===== config.mk =====
export PLATFORM = sky130hd
export DESIGN_NAME = vector_dda
export DESIGN_NICKNAME = d
export VERILOG_FILES = /design/src/rtl/vector_pkg.sv /design/src/rtl/vector_axis_setup.sv /design/src/rtl/vector_dda.sv
export SDC_FILE = /design/constraint.sdc
export NUM_CORES = 1
export LEC_CHECK = 0
export ABC_CLOCK_PERIOD_IN_PS = 5750
export BUFFER_PORTS_ARGS = -buffer_cell sky130_fd_sc_hd__buf_2
export CORE_ASPECT_RATIO = 1.75
export CORE_UTILIZATION = 55
export CTS_CLUSTER_DIAMETER = 100
export DETAILED_ROUTE_END_ITERATION = 6
export HOLD_SLACK_MARGIN = 0.08
export PLACE_DENSITY = 0.74
export SLEW_MARGIN = 15
export SYNTH_ARGS = -nofsm -noshare
export SYNTH_HDL_FRONTEND = slang
export SYNTH_HIERARCHICAL = 1
export SYNTH_SLANG_ARGS = --single-unit

===== constraint.sdc =====
create_clock -name clk -period 5.75 [get_ports clk]
set_clock_uncertainty 0.2 [all_clocks]
set_input_delay 0.2875 -clock clk [delete_from_list [all_inputs] [get_ports clk]]
set_output_delay 0.2875 -clock clk [all_outputs]
set_load 0.01 [all_outputs]

===== src/rtl/vector_pkg.sv =====
// Shared types for the vector display path: FSM encoding, widths,
// and the command word layout used by the display-list reader.
package vector_pkg;

  localparam int W_DEF = 8;
  localparam int ERR_W = W_DEF + 2;

  typedef enum logic [1:0] {
    IDLE  = 2'd0,
    SETUP = 2'd1,
    DRAW  = 2'd2
  } state_t;

  typedef struct packed {
    logic             blank;
    logic [W_DEF-1:0] z;
    logic [W_DEF-1:0] y;
    logic [W_DEF-1:0] x;
  } vec_cmd_t;

  localparam int CMD_W = $bits(vec_cmd_t);

endpackage


===== src/rtl/vector_axis_setup.sv =====
// Per-axis line setup: distance magnitude and step direction.
module vector_axis_setup #(
  parameter int W = 8
) (
  input  logic [W-1:0] cur,
  input  logic [W-1:0] dst,
  output logic [W-1:0] mag,
  output logic         neg
);

  assign neg = dst < cur;
  assign mag = neg ? cur - dst : dst - cur;

endmodule


===== src/rtl/vector_dda.sv =====
// Bresenham vector walker feeding X/Y/Z samples to the DAC shifter,
// one point per sample tick.
module vector_dda
  import vector_pkg::*;
#(
  parameter int W         = W_DEF,
  parameter int DOT_DWELL = 4
) (
  input  logic         clk,
  input  logic         reset_n,
  input  logic         sample_tick,
  input  logic         cmd_valid,
  output logic         cmd_ready,
  input  logic [W-1:0] cmd_x,
  input  logic [W-1:0] cmd_y,
  input  logic [W-1:0] cmd_z,
  input  logic         cmd_blank,
  output logic [W-1:0] x_out,
  output logic [W-1:0] y_out,
  output logic [W-1:0] z_out,
  output logic         busy,
  output logic         vec_done
);

  localparam int EW    = W + 2;
  localparam int DWELL = (DOT_DWELL < 1) ? 1 : DOT_DWELL;
  localparam int CW    = $clog2(DWELL + 1);

  state_t               state;
  logic [W-1:0]         x, y, x1, y1;
  logic [W-1:0]         z_eff, dx, dy;
  logic                 sx_neg, sy_neg, dot;
  logic signed [EW-1:0] err, err_n;
  logic [CW-1:0]        dwell;

  logic [W-1:0]         adx, ady;
  logic                 nx, ny;
  logic signed [EW:0]   e2, ndy, pdx;
  logic                 step_x, step_y;
  logic                 at_end, accept;

  vector_axis_setup #(.W(W)) u_ax (
    .cur (x),
    .dst (x1),
    .mag (adx),
    .neg (nx)
  );

  vector_axis_setup #(.W(W)) u_ay (
    .cur (y),
    .dst (y1),
    .mag (ady),
    .neg (ny)
  );

  assign accept = cmd_valid && cmd_ready;
  assign busy   = (state != IDLE);
  assign at_end = (x == x1) && (y == y1);

  assign e2     = $signed({err, 1'b0});
  assign ndy    = -$signed({3'b000, dy});
  assign pdx    = $signed({3'b000, dx});
  assign step_x = e2 >= ndy;
  assign step_y = e2 <= pdx;

  // both axis decisions use the pre-update error term
  always_comb begin
    err_n = err;
    if (step_x) err_n = err_n - $signed({2'b00, dy});
    if (step_y) err_n = err_n + $signed({2'b00, dx});
  end

  always_ff @(posedge clk or negedge reset_n) begin
    if (!reset_n) begin
      state     <= IDLE;
      x         <= '0;
      y         <= '0;
      x1        <= '0;
      y1        <= '0;
      z_eff     <= '0;
      dx        <= '0;
      dy        <= '0;
      sx_neg    <= 1'b0;
      sy_neg    <= 1'b0;
      dot       <= 1'b0;
      err       <= '0;
      dwell     <= '0;
      cmd_ready <= 1'b0;
      x_out     <= '0;
      y_out     <= '0;
      z_out     <= '0;
      vec_done  <= 1'b0;
    end else begin
      vec_done <= 1'b0;
      unique case (state)
        IDLE: begin
          cmd_ready <= !accept;
          if (sample_tick) z_out <= '0;
          if (accept) begin
            x1    <= cmd_x;
            y1    <= cmd_y;
            z_eff <= cmd_blank ? '0 : cmd_z;
            state <= SETUP;
          end
        end
        SETUP: begin
          dx     <= adx;
          dy     <= ady;
          sx_neg <= nx;
          sy_neg <= ny;
          err    <= $signed({2'b00, adx}) - $signed({2'b00, ady});
          dot    <= (adx == '0) && (ady == '0);
          dwell  <= CW'(DWELL);
          state  <= DRAW;
        end
        DRAW: begin
          if (sample_tick) begin
            x_out <= x;
            y_out <= y;
            z_out <= z_eff;
            if (dot) begin
              if (dwell <= CW'(1)) begin
                state    <= IDLE;
                vec_done <= 1'b1;
              end else begin
                dwell <= dwell - 1'b1;
              end
            end else if (at_end) begin
              state    <= IDLE;
              vec_done <= 1'b1;
            end else begin
              if (step_x) x <= sx_neg ? x - 1'b1 : x + 1'b1;
              if (step_y) y <= sy_neg ? y - 1'b1 : y + 1'b1;
              err <= err_n;
            end
          end
        end
        default: state <= IDLE;
      endcase
    end
  end

endmodule


**After elaboration in Yosys (flattened, before gate mapping)**

Cells that the tools add are included.

- Order comparisons: 5
- Multiplexer cells: 29
- $add $sub $neg: 13
- Reduce and logical (&&, ||, !) cells: 18
- Bitwise gates (word level): 2
- Equality and inequality tests: 13

Operators by type and width:

| operator | number |
|---|---|
| 2-to-1 mux 8 bit | 7 |
| 2-to-1 mux 10 bit | 5 |
| subtractor 8 bit | 4 |
| one-hot mux 10 bit (2 select lines) | 1 |
| adder 8 x 1 -> 8 bit (second input constant) | 2 |
| == test 8 bit | 2 |
| zero test 8 bit | 2 |
| less-than comparator 8 bit | 2 |
| one-hot mux 8 bit (2 select lines) | 1 |
| subtractor 8 x 1 -> 8 bit (second input constant) | 2 |
| inequality test 2 bit (second input constant) | 7 |
| AND reduction 4 bit | 3 |
| greater-or-equal comparator 11 bit | 1 |
| <= comparator 11 x 9 -> 1 bit | 1 |
| negator 8 -> 11 bit | 1 |
| adder 10 x 9 -> 10 bit | 1 |
| 2-to-1 mux 2 bit | 5 |
| AND reduction 5 bit | 2 |
| subtractor 10 x 9 -> 10 bit | 1 |
| 2-to-1 mux 3 bit | 3 |
| subtractor 8 x 8 -> 9 bit | 1 |
| inequality test 3 bit (second input constant) | 2 |
| one-hot mux 2 bit (3 select lines) | 1 |
| one-hot mux 3 bit (2 select lines) | 1 |
| 12 further kinds | 22 |

- Input port bits: 29
- Register bits: 100
- Output and inout port bits: 27

**Logic depth before layout (Yosys ltp)**

- Depth after elaboration: 9
- Gate-level depth with buffers: 24
- Gate-level depth less buffers: 23

**Cells and area by module**

Netlist, hierarchy kept.

Modules (own cells, without submodules):

| module | instances | sequential area each (µm²) | cells an instance | area each (µm²) |
|---|---|---|---|---|
| vector_dda | 1 | 2502.4 | 653 | 6313.6 |
| vector_axis_setup at u_ay | 1 | 0.0 | 87 | 719.4 |
| vector_axis_setup at u_ax | 1 | 0.0 | 86 | 659.4 |

**Worst setup path after synthesis**

Ideal clock, no wire load.

- Kind: register to register
- Start point: reg dy[0]
- End point: reg err[8]
- Stages on the path, launching flop included: 25
- Data arrival time: 4.423 ns
- Buffers on the path: 1
- Setup slack: 1.040 ns
- Clock period less this slack: 4.710 ns
- Data required time: 5.463 ns
- Setup time: 0.087 ns
- Path through: dfrtp_1 > nor3_1 > and3_1 > nand2_1 > nor2_1 > xnor2_1 > ha_1 > nand4_1 > a211oi_1 > nor2_1 > o31a_4 > buf_2 > mux2i_1 > ha_1 > inv_1 > fa_1 > nor2b_1 > o21ai_1 > a21boi_1 > o31a_1 > o21a_1 > o21ai_1 > xor2_1 > or4_1 > o211ai_1

- Cells in the longest elaborated chain, start to end: 9

Ends and longest elaborated chain:

| element | line | text |
|---|---|---|
| start, declared | vector_dda.sv:31 | `logic [W-1:0] z_eff, dx, dy;` |
| start signal, assigned | vector_dda.sv:108 | `dy <= ady;` |
| negator 8 -> 11 bit | vector_dda.sv:61 | `assign ndy = -$signed({3'b000, dy});` |
| greater-or-equal comparator 11 bit | vector_dda.sv:63 | `assign step_x = e2 >= ndy;` |
| 2-to-1 mux 10 bit (*) | vector_dda.sv:69 | `if (step_x) err_n = err_n - $signed({2'b00, dy});` |
| adder 10 x 9 -> 10 bit | vector_dda.sv:70 | `if (step_y) err_n = err_n + $signed({2'b00, dx});` |
| 2-to-1 mux 10 bit (*) | vector_dda.sv:70 |  |
| 2-to-1 mux 10 bit (*) | vector_dda.sv:128 | `end else if (at_end) begin` |
| 2-to-1 mux 10 bit (*) | vector_dda.sv:121 | `if (dot) begin` |
| 2-to-1 mux 10 bit (*) | vector_dda.sv:117 | `if (sample_tick) begin` |
| one-hot mux 10 bit (2 select lines) (*) | vector_dda.sv:95 | `unique case (state)` |
| end signal, assigned | vector_dda.sv:111 | `err <= $signed({2'b00, adx}) - $signed({2'b00, ady});` |
| end signal, assigned | vector_dda.sv:134 | `err <= err_n;` |
| end, declared | vector_dda.sv:33 | `logic signed [EW-1:0] err, err_n;` |

Mark *: on every way between the ends. The rest lies on a longest branch, timed or not. The select of a mux whose other input is x is not followed.
A chain may end at the register's enable or synchronous reset.

**Worst setup path after layout**

Ends and elaborated chain as after synthesis.

==> flow_summary.toml <==
[outcome]
status = "finished, violations left"
violations = "design-rule violations"

[setup_path]
start_kind = "flip-flop"
crit_arrival_ps = 5080
cp_max_fo = 16
critPathCaptureType = "flip-flop"
cp_data_required_time_ps = 5830
ff2ff_path_depth = 23
crit_type = "flip-flop to flip-flop"

[sta]
period_share = 0.8703
max_freq_mhz = 199.8
drv_slew = 0
rsz0062_at_grt = "no"
setup_viol_count_final = 0
maxSlewHeadroom = 0.4249
finalCriticalPeriod_ps = 5004
final_hold_viol_count = 0
worst_pin_slew_ps = 860.5
setup_tns_ps = 0

[logic_synthesis]
yosysWarnings = 6
mappedNetlistArea_sq_um = 7692
synthCells = 826
syn_nets = 954
synth_edf_count = 0
synth.avg_cell_area_sq_um = 9.313
synth_top_flop_cell = "dfrtp_1"
synthArstFlopShare = 1.000
ys_ff_latch = 100
seq_area_frac_synth = 0.3253
synth.distinct_cells = 68

[clock_tree]
cts_tree = "done"
numCtsBuffers = 9
clkTransAtPathRegs_ps = 80
clock-sinks = 100
cts_root_buf = "clkbuf_16"
cts.htree.levels = 3
cts.repair.resized = 0
insertion_delay_ps = 350
cts_buffer_depth = 2

[global_routing]
gr-total-overflow = 0
antenna_found_initial = 0
grt.total_usage = 0.2778
grt_pass1_vias = 6407
grt_max_degree = 61
grt_pass1_wl_um = 31080

[final_layout]
antenna-diode-count = 0
fin_nets = 1035
drive_above_1_share = 0.1502
area_growth_syn_to_layout_pct = 13.68
utilization = 0.6467

[min_path]
min_path_type = "input pin to flip-flop"
min_delay_path_depth = 3

[floorplanning]
fp.dieW_um = 91.40
start_util = 0.5688
core-area_sq_um = 13520
num_rows = 56
dieHeight_um = 158.4
pin_count = 56
fp.dieArea_sq_um = 14480

[drt]
via_per_inst = 5.727
drc = 3
ant_nets = 0
wl_um = 18630
vias = 6219
wl_per_cell_um = 17.15
drt_iter0_drc = 307
drtPass1Iterations = 7

[placement]
io_buffers = 55
gp_congestion = 0.9682
dp_hpwl_um = 14110

[power]
p_leak_nw = 4.260
powerDensity_nw_per_um2 = 267.8
ir_drop_mv = 0.2524

[flow_run]
maxCapViolations = 0
## cells in the final DEF, fill, tap and decap left out, types with 27 or more instances in the layout
cell type / netlist / layout
buf_2: 2 / 54
nand2_1: 82 / 82
nor2_1: 34 / 34
mux2_2: 42 / 42
xor2_1: 33 / 33
inv_1: 82 / 82
a21oi_1: 45 / 45
dfrtp_1: 100 / 100
ha_1: 90 / 90
o21ai_0: 69 / 69
xnor2_1: 27 / 27
dlygate4sd3_1: 0 / 29
## layer usage
| metal | wire, um | GRT usage |
|---|---|---|
| met5 | 0 | 0 |
| met4 | 1134 | 0.1708 |
| met3 | 516 | 0.03486 |
| met2 | 9949 | 0.5138 |
| met1 | 7029 | 0.2985 |
## through the flow
| step | setup WS [ps] | area, sq um | hold slack, ps | cells | total power [W] |
|---|---|---|---|---|---|
| final | 745.9 | 8745 | 93.40 | 1086 | 0.002342 |
| after global routing | 304.0 | 8745 | 119.6 | 1086 | 0.002492 |
| after CTS | 750.7 | 8745 | 81.14 | 1086 | 0.002344 |
| after detailed placement | 778.3 | 8135 | 98.47 | 1041 | 0.001675 |
| after global placement | 896.5 | 8135 | 96.47 | 1041 | 0.001663 |
| after floorplan | 1040 | 7692 | -208.1 | 826 | 0.001460 |
## state kept, by name, indices dropped and copies added (netlist names)
signal and count:
state 2, x 8, dy 8, cmd_ready 1
y1 8, dx 8, err 10, dot 1
y_out 8, dwell 3, sy_neg 1, vec_done 1
y 8, sx_neg 1, x_out 8, x1 8
z_eff 8, z_out 8
## path summary, 6_finish.rpt
kind | from | endpoint | slack [ps]
setup reg to reg | dy[0]$_DFFE_PN0P_ | err[8]$_DFFE_PN0P_ | 750
max in group asynchronous | reset_n | err[6]$_DFFE_PN0P_ | 3890
hold reg to reg | z_out[3]$_DFFE_PN0P_ | z_out[3]$_DFFE_PN0P_ | 280
hold / removal | cmd_blank | z_eff[5]$_DFFE_PN0P_ | 90
min in group asynchronous | reset_n | z_eff[7]$_DFFE_PN0P_ | 250
setup / recovery | dy[0]$_DFFE_PN0P_ | err[8]$_DFFE_PN0P_ | 750
## cell type report
type                    instances  area [sq um]
clock buffers                   9         225.2
multi-input cells             625          4792
inverters                      82         307.8
flip-flops and latches        100          2502
repair buffers                 89         605.6
well taps                     174         217.7
clock inverters                 7         93.84
fillers                      1113          4778
## what timing repair did
action,CTS,global route
hold buffers,29,0
hold endpoints to repair,64,0
setup buffers,0,0
## cells in the mapped netlist (2+ instances only)
master	count	share of area
nor2b_4	2	0.0036
a211oi_1	7	0.0068
mux2_2	42	0.061
o21ai_0	69	0.045
nor2_2	2	0.0016
buf_2	2	0.0013
inv_1	82	0.040
o211ai_1	3	0.0029
o2bb2ai_1	3	0.0034
a21boi_0	3	0.0029
nand3_1	6	0.0039
nand2_1	82	0.040
nor3_1	11	0.0072
nand4_1	7	0.0057
o31a_1	7	0.0080
a21oi_1	45	0.029
nand3b_1	5	0.0049
xnor2_1	27	0.031
o221ai_1	2	0.0023
a31oi_1	7	0.0057
a211o_1	2	0.0023
o21ai_1	10	0.0065
buf_4	3	0.0029
a21o_1	18	0.018
fa_1	9	0.023
o211a_1	2	0.0026
o21bai_1	2	0.0020
nor2_1	34	0.017
nor4_1	10	0.0081
nor2b_1	12	0.0098
a221oi_1	2	0.0023
and3_1	3	0.0024
clkbuf_1	13	0.0063
nand2b_1	18	0.015
a31o_2	2	0.0023
xor2_1	33	0.038
o21a_1	7	0.0068
ha_1	90	0.15
mux2i_1	14	0.018
dfrtp_1	100	0.33
## kinds of logic after synthesis
family / count (synthesis) / share of synthesized area
compound gates: 206 / 0.1726
xor+xnor: 60 / 0.06832
simple gates: 203 / 0.1308
flops: 100 / 0.3253
fa+ha+maj: 99 / 0.1698
buf+inv: 101 / 0.05205
mux: 57 / 0.08116
## power breakdown
part | switching (W) | internal [W]
Combinational | 0.000487 | 0.000382
Clock | 0.000306 | 0.000350
Sequential | 0.0000624 | 0.000753
Total | 0.000856 | 0.00149
## worst max-delay path, stage by stage (launching register included)
cell      delay, ps
dfrtp_1         410
nor3_1          300
and3_1          240
nand2_1          80
nor2_1          120
xnor2_1          80
ha_1            270
nand4_1         130
a211oi_1        200
nor2_1           80
o31a_4          370
mux2i_1         210
ha_1            220
inv_1            60
fa_1            380
nor2b_1         170
o21ai_1         100
a21boi_1        200
o31a_1          160
o21a_1          110
o21ai_1          60
xor2_1          190
or4_1           480
o211ai_1         90
Note: power is estimated with default switching activity, not from simulation.
